==> src/rtl/cu_seq_if.sv <==
`default_nettype none
// +-----------------------------------------------------------------------------+
// | cu_seq_if : instruction-fetch handshake and datapath control bundle        |
// | Rev 1.0                                                                    |
// +-----------------------------------------------------------------------------+
interface cu_seq_if;
  logic [31:0] mem_inst;
  logic        inst_enb;
  logic        read_ready;
  logic        trap_clr;
  logic        inst_ack;
  logic [4:0]  rs1_adr;
  logic [4:0]  rs2_adr;
  logic [4:0]  reg_adr;
  logic [3:0]  alu_opt;
  logic [2:0]  br_opt;
  logic [2:0]  lsu_opt;
  logic [2:0]  imm_type;
  logic [2:0]  rs1_mux_select;
  logic [2:0]  rs2_mux_select;
  logic [2:0]  reg_mux_select;
  logic [2:0]  pc_mux_select;
  logic        write_enb;
  logic        mem_write_enb;
  logic        pc_enb;
  logic        trap;
  logic [1:0]  trap_cause;

  // The sequencer side drives the controls; the environment drives the fetch word.
  modport master (
    input  mem_inst, inst_enb, read_ready, trap_clr,
    output inst_ack, rs1_adr, rs2_adr, reg_adr, alu_opt, br_opt, lsu_opt, imm_type,
           rs1_mux_select, rs2_mux_select, reg_mux_select, pc_mux_select,
           write_enb, mem_write_enb, pc_enb, trap, trap_cause
  );

  modport slave (
    output mem_inst, inst_enb, read_ready, trap_clr,
    input  inst_ack, rs1_adr, rs2_adr, reg_adr, alu_opt, br_opt, lsu_opt, imm_type,
           rs1_mux_select, rs2_mux_select, reg_mux_select, pc_mux_select,
           write_enb, mem_write_enb, pc_enb, trap, trap_cause
  );
endinterface
`default_nettype wire

==> src/rtl/cu_seq.sv <==
`default_nettype none
// +-----------------------------------------------------------------------------+
// | cu_seq : multi-cycle RV32I/RV32E control sequencer with load-wait and trap |
// | Rev 1.0                                                                    |
// +-----------------------------------------------------------------------------+
module cu_seq #(
  parameter int REG_ADR_W   = 5,
  parameter int MEM_TIMEOUT = 16
) (
  input  logic     clk,
  input  logic     rst_n,
  cu_seq_if.master bus
);

  localparam logic [6:0] c_OP_LUI    = 7'b0110111;
  localparam logic [6:0] c_OP_AUIPC  = 7'b0010111;
  localparam logic [6:0] c_OP_JAL    = 7'b1101111;
  localparam logic [6:0] c_OP_JALR   = 7'b1100111;
  localparam logic [6:0] c_OP_BRANCH = 7'b1100011;
  localparam logic [6:0] c_OP_LOAD   = 7'b0000011;
  localparam logic [6:0] c_OP_STORE  = 7'b0100011;
  localparam logic [6:0] c_OP_IMM    = 7'b0010011;
  localparam logic [6:0] c_OP_REG    = 7'b0110011;

  localparam logic [2:0] c_IMM_NONE = 3'd0;
  localparam logic [2:0] c_IMM_I    = 3'd1;
  localparam logic [2:0] c_IMM_S    = 3'd2;
  localparam logic [2:0] c_IMM_B    = 3'd3;
  localparam logic [2:0] c_IMM_U    = 3'd4;
  localparam logic [2:0] c_IMM_J    = 3'd5;

  localparam logic [5:0] c_REG_LIMIT    = 6'(1 << REG_ADR_W);
  localparam logic [4:0] c_REG_MASK     = 5'((1 << REG_ADR_W) - 1);
  localparam logic [7:0] c_TIMEOUT_LAST = 8'(MEM_TIMEOUT - 1);

  typedef enum logic [2:0] {
    S_IDLE   = 3'd0,
    S_DECODE = 3'd1,
    S_EXEC   = 3'd2,
    S_MEM    = 3'd3,
    S_WB     = 3'd4,
    S_TRAP   = 3'd5
  } state_t;

  state_t      r_state, w_state_nx;
  logic [31:0] r_inst;
  logic [7:0]  r_cnt, w_cnt_nx;
  logic        r_is_load, r_is_store, r_wr_rd;
  logic        r_ack, r_we, r_mwe, r_pce, r_trap;
  logic [1:0]  r_cause;
  logic [4:0]  r_rs1, r_rs2, r_rd;
  logic [3:0]  r_alu;
  logic [2:0]  r_br, r_lsu, r_imm, r_rs1_mux, r_rs2_mux, r_reg_mux, r_pc_mux;

  logic        w_ack_nx, w_we_nx, w_mwe_nx, w_pce_nx, w_trap_nx;
  logic [1:0]  w_cause_nx;
  logic        w_latch, w_decode;

  logic [6:0]  w_opcode, w_f7;
  logic [2:0]  w_f3;
  logic [4:0]  w_rd_f, w_rs1_f, w_rs2_f;
  logic [3:0]  w_alu;
  logic [2:0]  w_br, w_lsu, w_imm, w_rs1_mux, w_rs2_mux, w_reg_mux, w_pc_mux;
  logic        w_use_rs1, w_use_rs2, w_use_rd, w_is_load, w_is_store, w_bad_enc, w_illegal;

  assign w_opcode = r_inst[6:0];
  assign w_rd_f   = r_inst[11:7];
  assign w_f3     = r_inst[14:12];
  assign w_rs1_f  = r_inst[19:15];
  assign w_rs2_f  = r_inst[24:20];
  assign w_f7     = r_inst[31:25];

  function automatic logic bad_idx(input logic [4:0] idx);
    return {1'b0, idx} >= c_REG_LIMIT;
  endfunction

  always_comb begin
    w_alu      = 4'd0;
    w_br       = 3'd0;
    w_lsu      = 3'd0;
    w_imm      = c_IMM_NONE;
    w_rs1_mux  = 3'd0;
    w_rs2_mux  = 3'd0;
    w_reg_mux  = 3'd0;
    w_pc_mux   = 3'd0;
    w_use_rs1  = 1'b0;
    w_use_rs2  = 1'b0;
    w_use_rd   = 1'b0;
    w_is_load  = 1'b0;
    w_is_store = 1'b0;
    w_bad_enc  = 1'b0;
    case (w_opcode)
      c_OP_LUI: begin
        w_imm = c_IMM_U; w_rs1_mux = 3'd2; w_rs2_mux = 3'd1; w_use_rd = 1'b1;
      end
      c_OP_AUIPC: begin
        w_imm = c_IMM_U; w_rs1_mux = 3'd1; w_rs2_mux = 3'd1; w_use_rd = 1'b1;
      end
      c_OP_JAL: begin
        w_imm = c_IMM_J; w_rs1_mux = 3'd1; w_rs2_mux = 3'd1;
        w_reg_mux = 3'd2; w_pc_mux = 3'd1; w_use_rd = 1'b1;
      end
      c_OP_JALR: begin
        w_imm = c_IMM_I; w_rs2_mux = 3'd1; w_reg_mux = 3'd2; w_pc_mux = 3'd2;
        w_use_rs1 = 1'b1; w_use_rd = 1'b1;
      end
      c_OP_BRANCH: begin
        w_imm = c_IMM_B; w_br = w_f3; w_pc_mux = 3'd1;
        w_use_rs1 = 1'b1; w_use_rs2 = 1'b1;
        w_bad_enc = (w_f3 == 3'd2) || (w_f3 == 3'd3);
      end
      c_OP_LOAD: begin
        w_imm = c_IMM_I; w_rs2_mux = 3'd1; w_reg_mux = 3'd1; w_lsu = w_f3;
        w_use_rs1 = 1'b1; w_use_rd = 1'b1; w_is_load = 1'b1;
        w_bad_enc = (w_f3 == 3'd3) || (w_f3 == 3'd6) || (w_f3 == 3'd7);
      end
      c_OP_STORE: begin
        w_imm = c_IMM_S; w_rs2_mux = 3'd1; w_lsu = w_f3;
        w_use_rs1 = 1'b1; w_use_rs2 = 1'b1; w_is_store = 1'b1;
        w_bad_enc = (w_f3 > 3'd2);
      end
      c_OP_IMM: begin
        w_imm = c_IMM_I; w_rs2_mux = 3'd1; w_use_rs1 = 1'b1; w_use_rd = 1'b1;
        // Shift-immediates carry funct7 in imm[11:5]; only SRAI may set bit 5.
        if (w_f3 == 3'd1) begin
          w_alu     = {w_f7[5], w_f3};
          w_bad_enc = (w_f7 != 7'h00);
        end else if (w_f3 == 3'd5) begin
          w_alu     = {w_f7[5], w_f3};
          w_bad_enc = (w_f7 != 7'h00) && (w_f7 != 7'h20);
        end else begin
          w_alu = {1'b0, w_f3};
        end
      end
      c_OP_REG: begin
        w_alu = {w_f7[5], w_f3};
        w_use_rs1 = 1'b1; w_use_rs2 = 1'b1; w_use_rd = 1'b1;
        w_bad_enc = ((w_f7 != 7'h00) && (w_f7 != 7'h20)) ||
                    ((w_f7 == 7'h20) && (w_f3 != 3'd0) && (w_f3 != 3'd5));
      end
      default: w_bad_enc = 1'b1;
    endcase
  end

  assign w_illegal = w_bad_enc
                   | (w_use_rs1 & bad_idx(w_rs1_f))
                   | (w_use_rs2 & bad_idx(w_rs2_f))
                   | (w_use_rd  & bad_idx(w_rd_f));

  always_ff @(posedge clk or negedge rst_n) begin
    if (!rst_n) r_state <= S_IDLE;
    else        r_state <= w_state_nx;
  end

  always_comb begin
    w_state_nx = r_state;
    w_cnt_nx   = r_cnt;
    w_ack_nx   = 1'b0;
    w_we_nx    = 1'b0;
    w_mwe_nx   = 1'b0;
    w_pce_nx   = 1'b0;
    w_trap_nx  = r_trap;
    w_cause_nx = r_cause;
    w_latch    = 1'b0;
    w_decode   = 1'b0;
    case (r_state)
      S_IDLE: begin
        if (bus.inst_enb) begin
          w_state_nx = S_DECODE;
          w_ack_nx   = 1'b1;
          w_latch    = 1'b1;
        end
      end
      S_DECODE: begin
        w_decode = 1'b1;
        if (w_illegal) begin
          w_state_nx = S_TRAP;
          w_trap_nx  = 1'b1;
          w_cause_nx = 2'd1;
        end else begin
          w_state_nx = S_EXEC;
        end
      end
      S_EXEC: begin
        if (r_is_load) begin
          w_state_nx = S_MEM;
          w_cnt_nx   = 8'd0;
        end else begin
          w_state_nx = S_WB;
          w_mwe_nx   = r_is_store;
        end
      end
      S_MEM: begin
        // Data arriving on the last permitted cycle still completes the load.
        if (bus.read_ready) begin
          w_state_nx = S_WB;
        end else if (r_cnt == c_TIMEOUT_LAST) begin
          w_state_nx = S_TRAP;
          w_trap_nx  = 1'b1;
          w_cause_nx = 2'd2;
        end else begin
          w_cnt_nx = r_cnt + 8'd1;
        end
      end
      S_WB: begin
        w_we_nx    = r_wr_rd;
        w_pce_nx   = 1'b1;
        w_state_nx = S_IDLE;
      end
      S_TRAP: begin
        if (bus.trap_clr) begin
          w_state_nx = S_IDLE;
          w_trap_nx  = 1'b0;
          w_cause_nx = 2'd0;
        end
      end
      default: w_state_nx = S_IDLE;
    endcase
  end

  always_ff @(posedge clk or negedge rst_n) begin
    if (!rst_n) begin
      r_inst     <= '0;
      r_cnt      <= '0;
      r_ack      <= 1'b0;
      r_we       <= 1'b0;
      r_mwe      <= 1'b0;
      r_pce      <= 1'b0;
      r_trap     <= 1'b0;
      r_cause    <= 2'd0;
      r_is_load  <= 1'b0;
      r_is_store <= 1'b0;
      r_wr_rd    <= 1'b0;
      r_rs1      <= '0;
      r_rs2      <= '0;
      r_rd       <= '0;
      r_alu      <= '0;
      r_br       <= '0;
      r_lsu      <= '0;
      r_imm      <= '0;
      r_rs1_mux  <= '0;
      r_rs2_mux  <= '0;
      r_reg_mux  <= '0;
      r_pc_mux   <= '0;
    end else begin
      r_cnt   <= w_cnt_nx;
      r_ack   <= w_ack_nx;
      r_we    <= w_we_nx;
      r_mwe   <= w_mwe_nx;
      r_pce   <= w_pce_nx;
      r_trap  <= w_trap_nx;
      r_cause <= w_cause_nx;
      if (w_latch) r_inst <= bus.mem_inst;
      if (w_decode) begin
        r_is_load  <= w_is_load;
        r_is_store <= w_is_store;
        r_wr_rd    <= w_use_rd && (w_rd_f != 5'd0);
        r_rs1      <= w_use_rs1 ? (w_rs1_f & c_REG_MASK) : 5'd0;
        r_rs2      <= w_use_rs2 ? (w_rs2_f & c_REG_MASK) : 5'd0;
        r_rd       <= w_use_rd  ? (w_rd_f  & c_REG_MASK) : 5'd0;
        r_alu      <= w_alu;
        r_br       <= w_br;
        r_lsu      <= w_lsu;
        r_imm      <= w_imm;
        r_rs1_mux  <= w_rs1_mux;
        r_rs2_mux  <= w_rs2_mux;
        r_reg_mux  <= w_reg_mux;
        r_pc_mux   <= w_pc_mux;
      end
    end
  end

  assign bus.inst_ack       = r_ack;
  assign bus.rs1_adr        = r_rs1;
  assign bus.rs2_adr        = r_rs2;
  assign bus.reg_adr        = r_rd;
  assign bus.alu_opt        = r_alu;
  assign bus.br_opt         = r_br;
  assign bus.lsu_opt        = r_lsu;
  assign bus.imm_type       = r_imm;
  assign bus.rs1_mux_select = r_rs1_mux;
  assign bus.rs2_mux_select = r_rs2_mux;
  assign bus.reg_mux_select = r_reg_mux;
  assign bus.pc_mux_select  = r_pc_mux;
  assign bus.write_enb      = r_we;
  assign bus.mem_write_enb  = r_mwe;
  assign bus.pc_enb         = r_pce;
  assign bus.trap           = r_trap;
  assign bus.trap_cause     = r_cause;

endmodule
`default_nettype wire
==> src/flat_wrapper.sv <==
// flat-port wrapper written by rule: the top's interface ports become plain ports
module cu_seq_flat 
#(
  parameter int REG_ADR_W   = 5,
  parameter int MEM_TIMEOUT = 16
)
  (clk, rst_n, bus_mem_inst, bus_inst_enb, bus_read_ready, bus_trap_clr, bus_inst_ack, bus_rs1_adr, bus_rs2_adr, bus_reg_adr, bus_alu_opt, bus_br_opt, bus_lsu_opt, bus_imm_type, bus_rs1_mux_select, bus_rs2_mux_select, bus_reg_mux_select, bus_pc_mux_select, bus_write_enb, bus_mem_write_enb, bus_pc_enb, bus_trap, bus_trap_cause);
  cu_seq_if bus_i ();
  input  logic clk;
  input  logic rst_n;
  input wire logic [$bits(bus_i.mem_inst)-1:0] bus_mem_inst;
  input wire logic [$bits(bus_i.inst_enb)-1:0] bus_inst_enb;
  input wire logic [$bits(bus_i.read_ready)-1:0] bus_read_ready;
  input wire logic [$bits(bus_i.trap_clr)-1:0] bus_trap_clr;
  output wire logic [$bits(bus_i.inst_ack)-1:0] bus_inst_ack;
  output wire logic [$bits(bus_i.rs1_adr)-1:0] bus_rs1_adr;
  output wire logic [$bits(bus_i.rs2_adr)-1:0] bus_rs2_adr;
  output wire logic [$bits(bus_i.reg_adr)-1:0] bus_reg_adr;
  output wire logic [$bits(bus_i.alu_opt)-1:0] bus_alu_opt;
  output wire logic [$bits(bus_i.br_opt)-1:0] bus_br_opt;
  output wire logic [$bits(bus_i.lsu_opt)-1:0] bus_lsu_opt;
  output wire logic [$bits(bus_i.imm_type)-1:0] bus_imm_type;
  output wire logic [$bits(bus_i.rs1_mux_select)-1:0] bus_rs1_mux_select;
  output wire logic [$bits(bus_i.rs2_mux_select)-1:0] bus_rs2_mux_select;
  output wire logic [$bits(bus_i.reg_mux_select)-1:0] bus_reg_mux_select;
  output wire logic [$bits(bus_i.pc_mux_select)-1:0] bus_pc_mux_select;
  output wire logic [$bits(bus_i.write_enb)-1:0] bus_write_enb;
  output wire logic [$bits(bus_i.mem_write_enb)-1:0] bus_mem_write_enb;
  output wire logic [$bits(bus_i.pc_enb)-1:0] bus_pc_enb;
  output wire logic [$bits(bus_i.trap)-1:0] bus_trap;
  output wire logic [$bits(bus_i.trap_cause)-1:0] bus_trap_cause;
  assign bus_i.mem_inst = bus_mem_inst;
  assign bus_i.inst_enb = bus_inst_enb;
  assign bus_i.read_ready = bus_read_ready;
  assign bus_i.trap_clr = bus_trap_clr;
  assign bus_inst_ack = bus_i.inst_ack;
  assign bus_rs1_adr = bus_i.rs1_adr;
  assign bus_rs2_adr = bus_i.rs2_adr;
  assign bus_reg_adr = bus_i.reg_adr;
  assign bus_alu_opt = bus_i.alu_opt;
  assign bus_br_opt = bus_i.br_opt;
  assign bus_lsu_opt = bus_i.lsu_opt;
  assign bus_imm_type = bus_i.imm_type;
  assign bus_rs1_mux_select = bus_i.rs1_mux_select;
  assign bus_rs2_mux_select = bus_i.rs2_mux_select;
  assign bus_reg_mux_select = bus_i.reg_mux_select;
  assign bus_pc_mux_select = bus_i.pc_mux_select;
  assign bus_write_enb = bus_i.write_enb;
  assign bus_mem_write_enb = bus_i.mem_write_enb;
  assign bus_pc_enb = bus_i.pc_enb;
  assign bus_trap = bus_i.trap;
  assign bus_trap_cause = bus_i.trap_cause;
  cu_seq #(.REG_ADR_W(REG_ADR_W), .MEM_TIMEOUT(MEM_TIMEOUT)) u_core (.clk(clk), .rst_n(rst_n), .bus(bus_i));
endmodule
==> config.mk <==
export PLATFORM = sky130hd
export DESIGN_NAME = cu_seq_flat
export DESIGN_NICKNAME = d
export VERILOG_FILES = /design/src/rtl/cu_seq_if.sv /design/src/rtl/cu_seq.sv /design/src/flat_wrapper.sv
export SDC_FILE = /design/constraint.sdc
export NUM_CORES = 1
export LEC_CHECK = 0
export ABC_AREA = 1
export CAP_MARGIN = 20
export CORE_MARGIN = 1
export CORE_UTILIZATION = 30
export CTS_CLUSTER_DIAMETER = 50
export CTS_CLUSTER_SIZE = 28
export DETAILED_ROUTE_END_ITERATION = 7
export GPL_TIMING_DRIVEN = 1
export PLACE_DENSITY = 0.59
export REMOVE_ABC_BUFFERS = 1
export SETUP_SLACK_MARGIN = 0.1
export SLEW_MARGIN = 15
export SYNTH_ARGS = -nofsm -noshare
export SYNTH_HDL_FRONTEND = slang
export SYNTH_SLANG_ARGS = --single-unit
==> constraint.sdc <==
create_clock -name clk -period 1.6 [get_ports clk]
set_input_delay 0.32 -clock clk [delete_from_list [all_inputs] [get_ports clk]]
set_output_delay 0.32 -clock clk [all_outputs]
set_load 0.01 [all_outputs]
## Yosys cells after proc, flatten, opt, wreduce, memory -nomap -nowiden

Cells that the tools add are included.

- Flip-flop bits (word level): 93
- Bits of input ports: 37
- Logic and storage cells: 134
- Output and inout bits: 47

- Reductions and logical operators: 28
- Add/subtract/negate cells: 1
- Mux-type cells: 49
- Equality and inequality tests: 32
- Order comparisons: 1

Operators with widths:

| kind | number |
|---|---|
| one-hot mux 3 bit (5 select lines) | 2 |
| equality test 7 x 6 -> 1 bit, second input constant | 4 |
| two-way mux 3 bit | 8 |
| two-way mux 8 bit | 3 |
| equality test 7 bit, second input constant | 3 |
| two-way mux 1 bit | 19 |
| one-hot mux 8 bit (2 select lines) | 1 |
| equality test 3 bit, second input constant | 5 |
| two-way mux 5 bit | 3 |
| equality test 7 x 5 -> 1 bit, second input constant | 2 |
| OR reduction 7 bit | 2 |
| equality test 3 x 2 -> 1 bit, second input constant | 4 |
| one-hot mux 2 bit (2 select lines) | 3 |
| OR reduction 2 bit | 5 |
| adder 8 x 1 -> 8 bit, second input constant | 1 |
| equality test 8 x 4 -> 1 bit, second input constant | 1 |
| two-way mux 2 bit | 4 |
| two-way mux 4 bit | 2 |
| inequality test 2 bit, second input constant | 4 |
| one-hot mux 4 bit (2 select lines) | 1 |
| equality test 7 x 2 -> 1 bit, second input constant | 1 |
| inequality test 7 x 6 -> 1 bit, second input constant | 1 |
| nonzero test 7 bit | 1 |
| equality test 3 x 1 -> 1 bit, second input constant | 2 |
| 19 further kinds | 29 |

## Logic depth before layout (Yosys ltp)

- Depth in word-level cells: 7
- Depth in mapped cells: 12
- Gate-level depth less buffers: 12

## Worst setup path before layout

Ideal clock, no wire load.

- Path type: flip-flop to flip-flop
- From: register u_core.r_state[2]
- To: register u_core.r_inst[0]
- Stages on the path, launching flop included: 4
- Buffers on the path: 1
- Setup slack: 0.054 ns
- Setup time: 0.128 ns
- Clock period less this slack: 1.546 ns
- Data arrival time: 1.418 ns
- Required time: 1.472 ns
- Cells stage by stage: dfrtp_1 -> nor4_4 -> buf_4 -> mux2_1

- Longest elaborated chain between the ends: 2

Ends and longest elaborated chain:

| what | line | text |
|---|---|---|
| start: declaration | cu_seq.sv:45 | `state_t r_state, w_state_nx;` |
| start signal: assignment | cu_seq.sv:152 | `else r_state <= w_state_nx;` |
| zero test 3 bit | cu_seq.sv:166 | `case (r_state)` |
| two-way mux 1 bit | cu_seq.sv:166 |  |
| end signal: assignment | cu_seq.sv:253 | `if (w_latch) r_inst <= bus.mem_inst;` |
| end: declaration | cu_seq.sv:46 | `logic [31:0] r_inst;` |

No other way between the ends.
A chain may end at the register's enable or synchronous reset.

## Final worst setup path

- From: register u_core.r_inst[3]
- To: register u_core.r_cause[1], in the netlist u_core.bus.trap_cause[1]

- Longest elaborated chain between the ends: 5
- Elaborated cells between the ends (all ways): 13
- Those cells by class: eq/ne: 10; mux: 1; reduce/logical: 2

Ends and longest elaborated chain:

| what | line | text |
|---|---|---|
| equality test 7 x 6 -> 1 bit (tied with other cells) | cu_seq.sv:92 | `case (w_opcode)` |
| OR reduction 4 bit (no source line) | -- |  |
| one-hot mux 1 bit (6 select lines) (*) | cu_seq.sv:92 |  |
| inequality test 2 x 1 -> 1 bit (no source line) (*) | -- |  |
| AND reduction 5 bit (no source line) (*) | -- |  |
| end signal: assignment | cu_seq.sv:252 | `r_cause <= w_cause_nx;` |
| end: declaration | cu_seq.sv:50 | `logic [1:0] r_cause;` |

Mark *: on every way between the ends. The rest lies on a longest branch, timed or not.

==> impl_results.html <==
<table>
<tr><th>Metric</th><th>Value</th></tr>
<tr><th colspan="2">Run status</th></tr>
<tr><td>Result of the run</td><td>finished, final reports clean</td></tr>
<tr><th colspan="2">Yosys</th></tr>
<tr><td>Synth unique cells</td><td>33</td></tr>
<tr><td>Cell count after synthesis</td><td>430</td></tr>
<tr><td>Most used flip-flop cell after synthesis</td><td>sky130_fd_sc_hd__dfrtp_1</td></tr>
<tr><td>Count of flip-flops with a built-in enable after synthesis</td><td>0</td></tr>
<tr><td>Avg Cell Area, Syn</td><td>8.974 µm²</td></tr>
<tr><td>Number of warnings printed during yosys synthesis</td><td>0</td></tr>
<tr><td>Cells taking the most area after synthesis</td><td>sky130_fd_sc_hd__dfrtp_1 57%, sky130_fd_sc_hd__nand2_1 13%, sky130_fd_sc_hd__o21ai_0 6.0%, sky130_fd_sc_hd__inv_1 3.4%, sky130_fd_sc_hd__nand3_1 3.1%</td></tr>
<tr><td>Cell type with the largest total area after synthesis</td><td>sky130_fd_sc_hd__dfrtp_1</td></tr>
<tr><td>Leading cell type by number of instances after synthesis</td><td>sky130_fd_sc_hd__nand2_1</td></tr>
<tr><td>Post-synth ARST share</td><td>100.0%</td></tr>
<tr><td>Area fraction of the dominant cell type after synthesis</td><td>57.07%</td></tr>
<tr><td>Sequential share of the synthesized area</td><td>between 50% and 60%</td></tr>
<tr><td>Area of the mapped netlist</td><td>3859 µm²</td></tr>
<tr><td>FF+latch count, synth</td><td>88</td></tr>
<tr><td>Leading cell types by count after synthesis</td><td>131 x sky130_fd_sc_hd__nand2_1, 88 x sky130_fd_sc_hd__dfrtp_1, 46 x sky130_fd_sc_hd__o21ai_0</td></tr>
<tr><th colspan="2">CTS</th></tr>
<tr><td>TritonCTS Buffers</td><td>9</td></tr>
<tr><td>Clock Sinks</td><td>88</td></tr>
<tr><td>TritonCTS clock tree</td><td>built</td></tr>
<tr><td>Worst skew pair latency</td><td>approximately 340 ps</td></tr>
<tr><td>Worst-path clk slew</td><td>60 ps</td></tr>
<tr><td>Clock H-tree levels</td><td>3</td></tr>
<tr><td>Root buffer selected by CTS</td><td>sky130_fd_sc_hd__clkbuf_16</td></tr>
<tr><td>Buffer levels on the longest clock path</td><td>2</td></tr>
<tr><th colspan="2">Die</th></tr>
<tr><td>Chip Width</td><td>115.4 µm</td></tr>
<tr><td>Row count</td><td>41</td></tr>
<tr><td>Die outline area</td><td>13320 µm²</td></tr>
<tr><td>Boundary pin count</td><td>84</td></tr>
<tr><td>Die height</td><td>115.4 µm</td></tr>
<tr><td>Effective utilization at floorplan</td><td>roughly 31%</td></tr>
<tr><td>Floorplan core area</td><td>12570 µm²</td></tr>
<tr><th colspan="2">GRT</th></tr>
<tr><td>Overall fraction of global-route tracks in use</td><td>15.37%</td></tr>
<tr><td>Antenna violations before repair</td><td>0</td></tr>
<tr><td>Sum of overflow across all layers after global routing</td><td>0</td></tr>
<tr><td>Vias in the first global route</td><td>3284</td></tr>
<tr><td>Wire length of the first global-routing pass</td><td>15780 µm</td></tr>
<tr><td>Largest net degree at the start of global routing</td><td>42</td></tr>
<tr><th colspan="2">Worst setup path</th></tr>
<tr><td>Kind of capture point of the worst setup path</td><td>register</td></tr>
<tr><td>FF-to-FF setup slack</td><td>60 ps</td></tr>
<tr><td>Crit start category</td><td>register</td></tr>
<tr><td>Required time worst endpoint</td><td>~1800 ps</td></tr>
<tr><td>WS Path Type</td><td>register to register</td></tr>
<tr><td>Critical-path maximum fanout</td><td>5</td></tr>
<tr><td>Data arrival time of the critical path</td><td>1760 ps</td></tr>
<tr><th colspan="2">Power and ir drop</th></tr>
<tr><td>Power density over the cells</td><td>1607 nW/µm²</td></tr>
<tr><td>Total leakage power</td><td>2.901 nW</td></tr>
<tr><td>Peak supply drop</td><td>0.7685 mV</td></tr>
<tr><th colspan="2">Job</th></tr>
<tr><td># Max-Cap Violations</td><td>0</td></tr>
<tr><th colspan="2">Timing</th></tr>
<tr><td>Highest clock frequency the design can meet</td><td>651.3 MHz</td></tr>
<tr><td>Fin worst setup slack</td><td>between 60 and 70 ps</td></tr>
<tr><td>Setup-failing EPs final</td><td>0</td></tr>
<tr><td>Number of hold violations in the final report</td><td>0</td></tr>
<tr><td>Largest clock skew in the final design</td><td>5.326 ps</td></tr>
<tr><td>Min Tclk post-route</td><td>about 1500 ps</td></tr>
<tr><td>Worst hold margin</td><td>423.4 ps</td></tr>
<tr><td>Unrepaired setup endpoints after global routing</td><td>yes</td></tr>
<tr><td>Fin. max-slew vios</td><td>0</td></tr>
<tr><td>Fin crit share</td><td>95.96%</td></tr>
<tr><th colspan="2">Placed design</th></tr>
<tr><td>Sum of net half-perimeters after detailed placement</td><td>about 7000 µm</td></tr>
<tr><td>Pre-CTS WS</td><td>-142.5 ps</td></tr>
<tr><td>Gp weighted congestion</td><td>0.8333</td></tr>
<tr><td>Port Buffers</td><td>between 70 and 80</td></tr>
<tr><th colspan="2">Detailed routing</th></tr>
<tr><td>WL per Instance</td><td>13.64 µm</td></tr>
<tr><td>Number of detailed-route iterations in the first pass</td><td>4</td></tr>
<tr><td>Number of routed nets with antenna violations</td><td>0</td></tr>
<tr><td>DRC violation total after the first TritonRoute iteration</td><td>157</td></tr>
<tr><td>Aggregate routed wire length</td><td>10190 µm</td></tr>
<tr><td>Number of DRC violations after detailed routing</td><td>0</td></tr>
<tr><td>Total number of vias</td><td>3359</td></tr>
<tr><td>Avg Vias per Cell</td><td>~4.5</td></tr>
<tr><th colspan="2">Final layout</th></tr>
<tr><td>Share of final-layout standard cells stronger than drive strength 1</td><td>between 20% and 30%</td></tr>
<tr><td># nets final</td><td>608</td></tr>
<tr><td>Number of antenna cells inserted</td><td>0</td></tr>
<tr><td>Synth-to-Final Area Change</td><td>50.88%</td></tr>
<tr><th colspan="2">Worst hold path</th></tr>
<tr><td>Hold/Removal Path Class</td><td>primary input to async pin</td></tr>
</table>
## stage by stage
| step | TNS [ps] | instance area, µm² | utilization [%] | power [mW] | cells |
|---|---|---|---|---|---|
| 2_1_floorplan | -43880 | 3762 | - | 4.915 | 415 |
| 3_5_place_dp | -3074 | 5119 | 40.73 | 6.578 | 710 |
| 3_3_place_gp | -2491 | 5119 | 40.73 | 6.442 | 710 |
| 6_report | 0 | 5822 | 46.32 | 9.358 | 747 |
| 4_1_cts | 0 | 5493 | 43.70 | 8.678 | 734 |
| 5_1_grt | -66.73 | 5822 | 46.32 | 9.981 | 747 |
## flip-flops by register name (all words and copies together) (netlist names), 3 cells and up
name,cells
u_core.r_state,3
u_core.bus.alu_opt,4
u_core.bus.lsu_opt,3
u_core.bus.imm_type,3
u_core.r_inst,32
u_core.bus.rs1_adr,5
u_core.bus.rs2_adr,5
u_core.r_cnt,8
u_core.bus.reg_adr,5
u_core.bus.br_opt,3
## routing by layer
metal  track usage (%)  routed length, µm  vias to the layer above  share of wire, %
met5                 0                  0                        -                 0
met2             25.03               4883                       80                48
met4             6.667                158                        0               1.6
li1                  -                  -                     1658                 -
met3             3.138                509                       14               5.0
met1             19.86               4640                     1607                46
## placed cells by master (no fill, tap or decap), drive strengths merged, types with 2 or more instances in the layout
cell,count
nand2,132
nand4,3
clkbuf,17
o31ai,9
dfrtp,88
nor2,29
dlygate4sd2,42
or2,3
xnor2,3
clkdlybuf4s50,35
mux2,12
conb,5
o21ai,46
o211ai,2
nor3,7
buf,63
inv,38
nand3,25
a21oi,7
## timing repair
action	in CTS	in global routing
gates cloned	0	3
hold endpoints to repair	20	0
gates resized for setup	70	54
pin swaps	11	15
setup endpoints to repair	99	75
setup buffers	7	10
hold buffers	1	0
## worst paths after layout
path                                             to  depth (start not counted)                   from
max in group asynchronous          u_core.r_inst[5]                          3                  rst_n
min                            u_core.bus.br_opt[1]                          2                  rst_n
max                        u_core.bus.trap_cause[1]                         11       u_core.r_inst[3]
min in group clk              u_core.bus.reg_adr[0]                          2  u_core.bus.reg_adr[0]
max reg2reg                u_core.bus.trap_cause[1]                         11       u_core.r_inst[3]
min reg2reg                   u_core.bus.reg_adr[0]                          2  u_core.bus.reg_adr[0]
## logic make-up after synthesis
group                      after synthesis  share of synthesized area (%)
and+or+nand+nor                        203                          22.37
adders and majority gates                1                         0.3242
buffers and inverters                   57                          6.582
xor gates and xnor gates                 3                         0.6811
muxes                                   12                          3.502
AOI/OAI and AO/OA                       65                          9.371
DFF                                     88                          57.07
other                                    1                        0.09718
## cell type report
class                   instances  area (µm²)
clock buffers                  14       274.0
clock inverters                 2       12.51
fillers                      1206        6746
inverters                      38       142.6
multi-input cells             289        1635
flip-flops and latches         88        2206
well taps                     172       215.2
repair buffers                144        1336
## worst max-delay path: stages (launching register included)
cell	delay, ps
sky130_fd_sc_hd__dfrtp_1	390
sky130_fd_sc_hd__inv_2	70
sky130_fd_sc_hd__nand2_2	60
sky130_fd_sc_hd__nor2_4	180
sky130_fd_sc_hd__buf_6	150
sky130_fd_sc_hd__nand3_2	70
sky130_fd_sc_hd__nand2_2	90
sky130_fd_sc_hd__nor2_2	50
sky130_fd_sc_hd__nand4_1	150
sky130_fd_sc_hd__nand2_2	100
sky130_fd_sc_hd__nand2_1	70
sky130_fd_sc_hd__nand2_1	50
## power by group
| part | internal, mW | switching (mW) |
|---|---|---|
| sequential | 2.91 | 0.472 |
| combinational | 1.87 | 2.08 |
| clock | 1.18 | 0.844 |
| total | 5.96 | 3.40 |
Note: power is estimated with default switching activity, not from simulation.
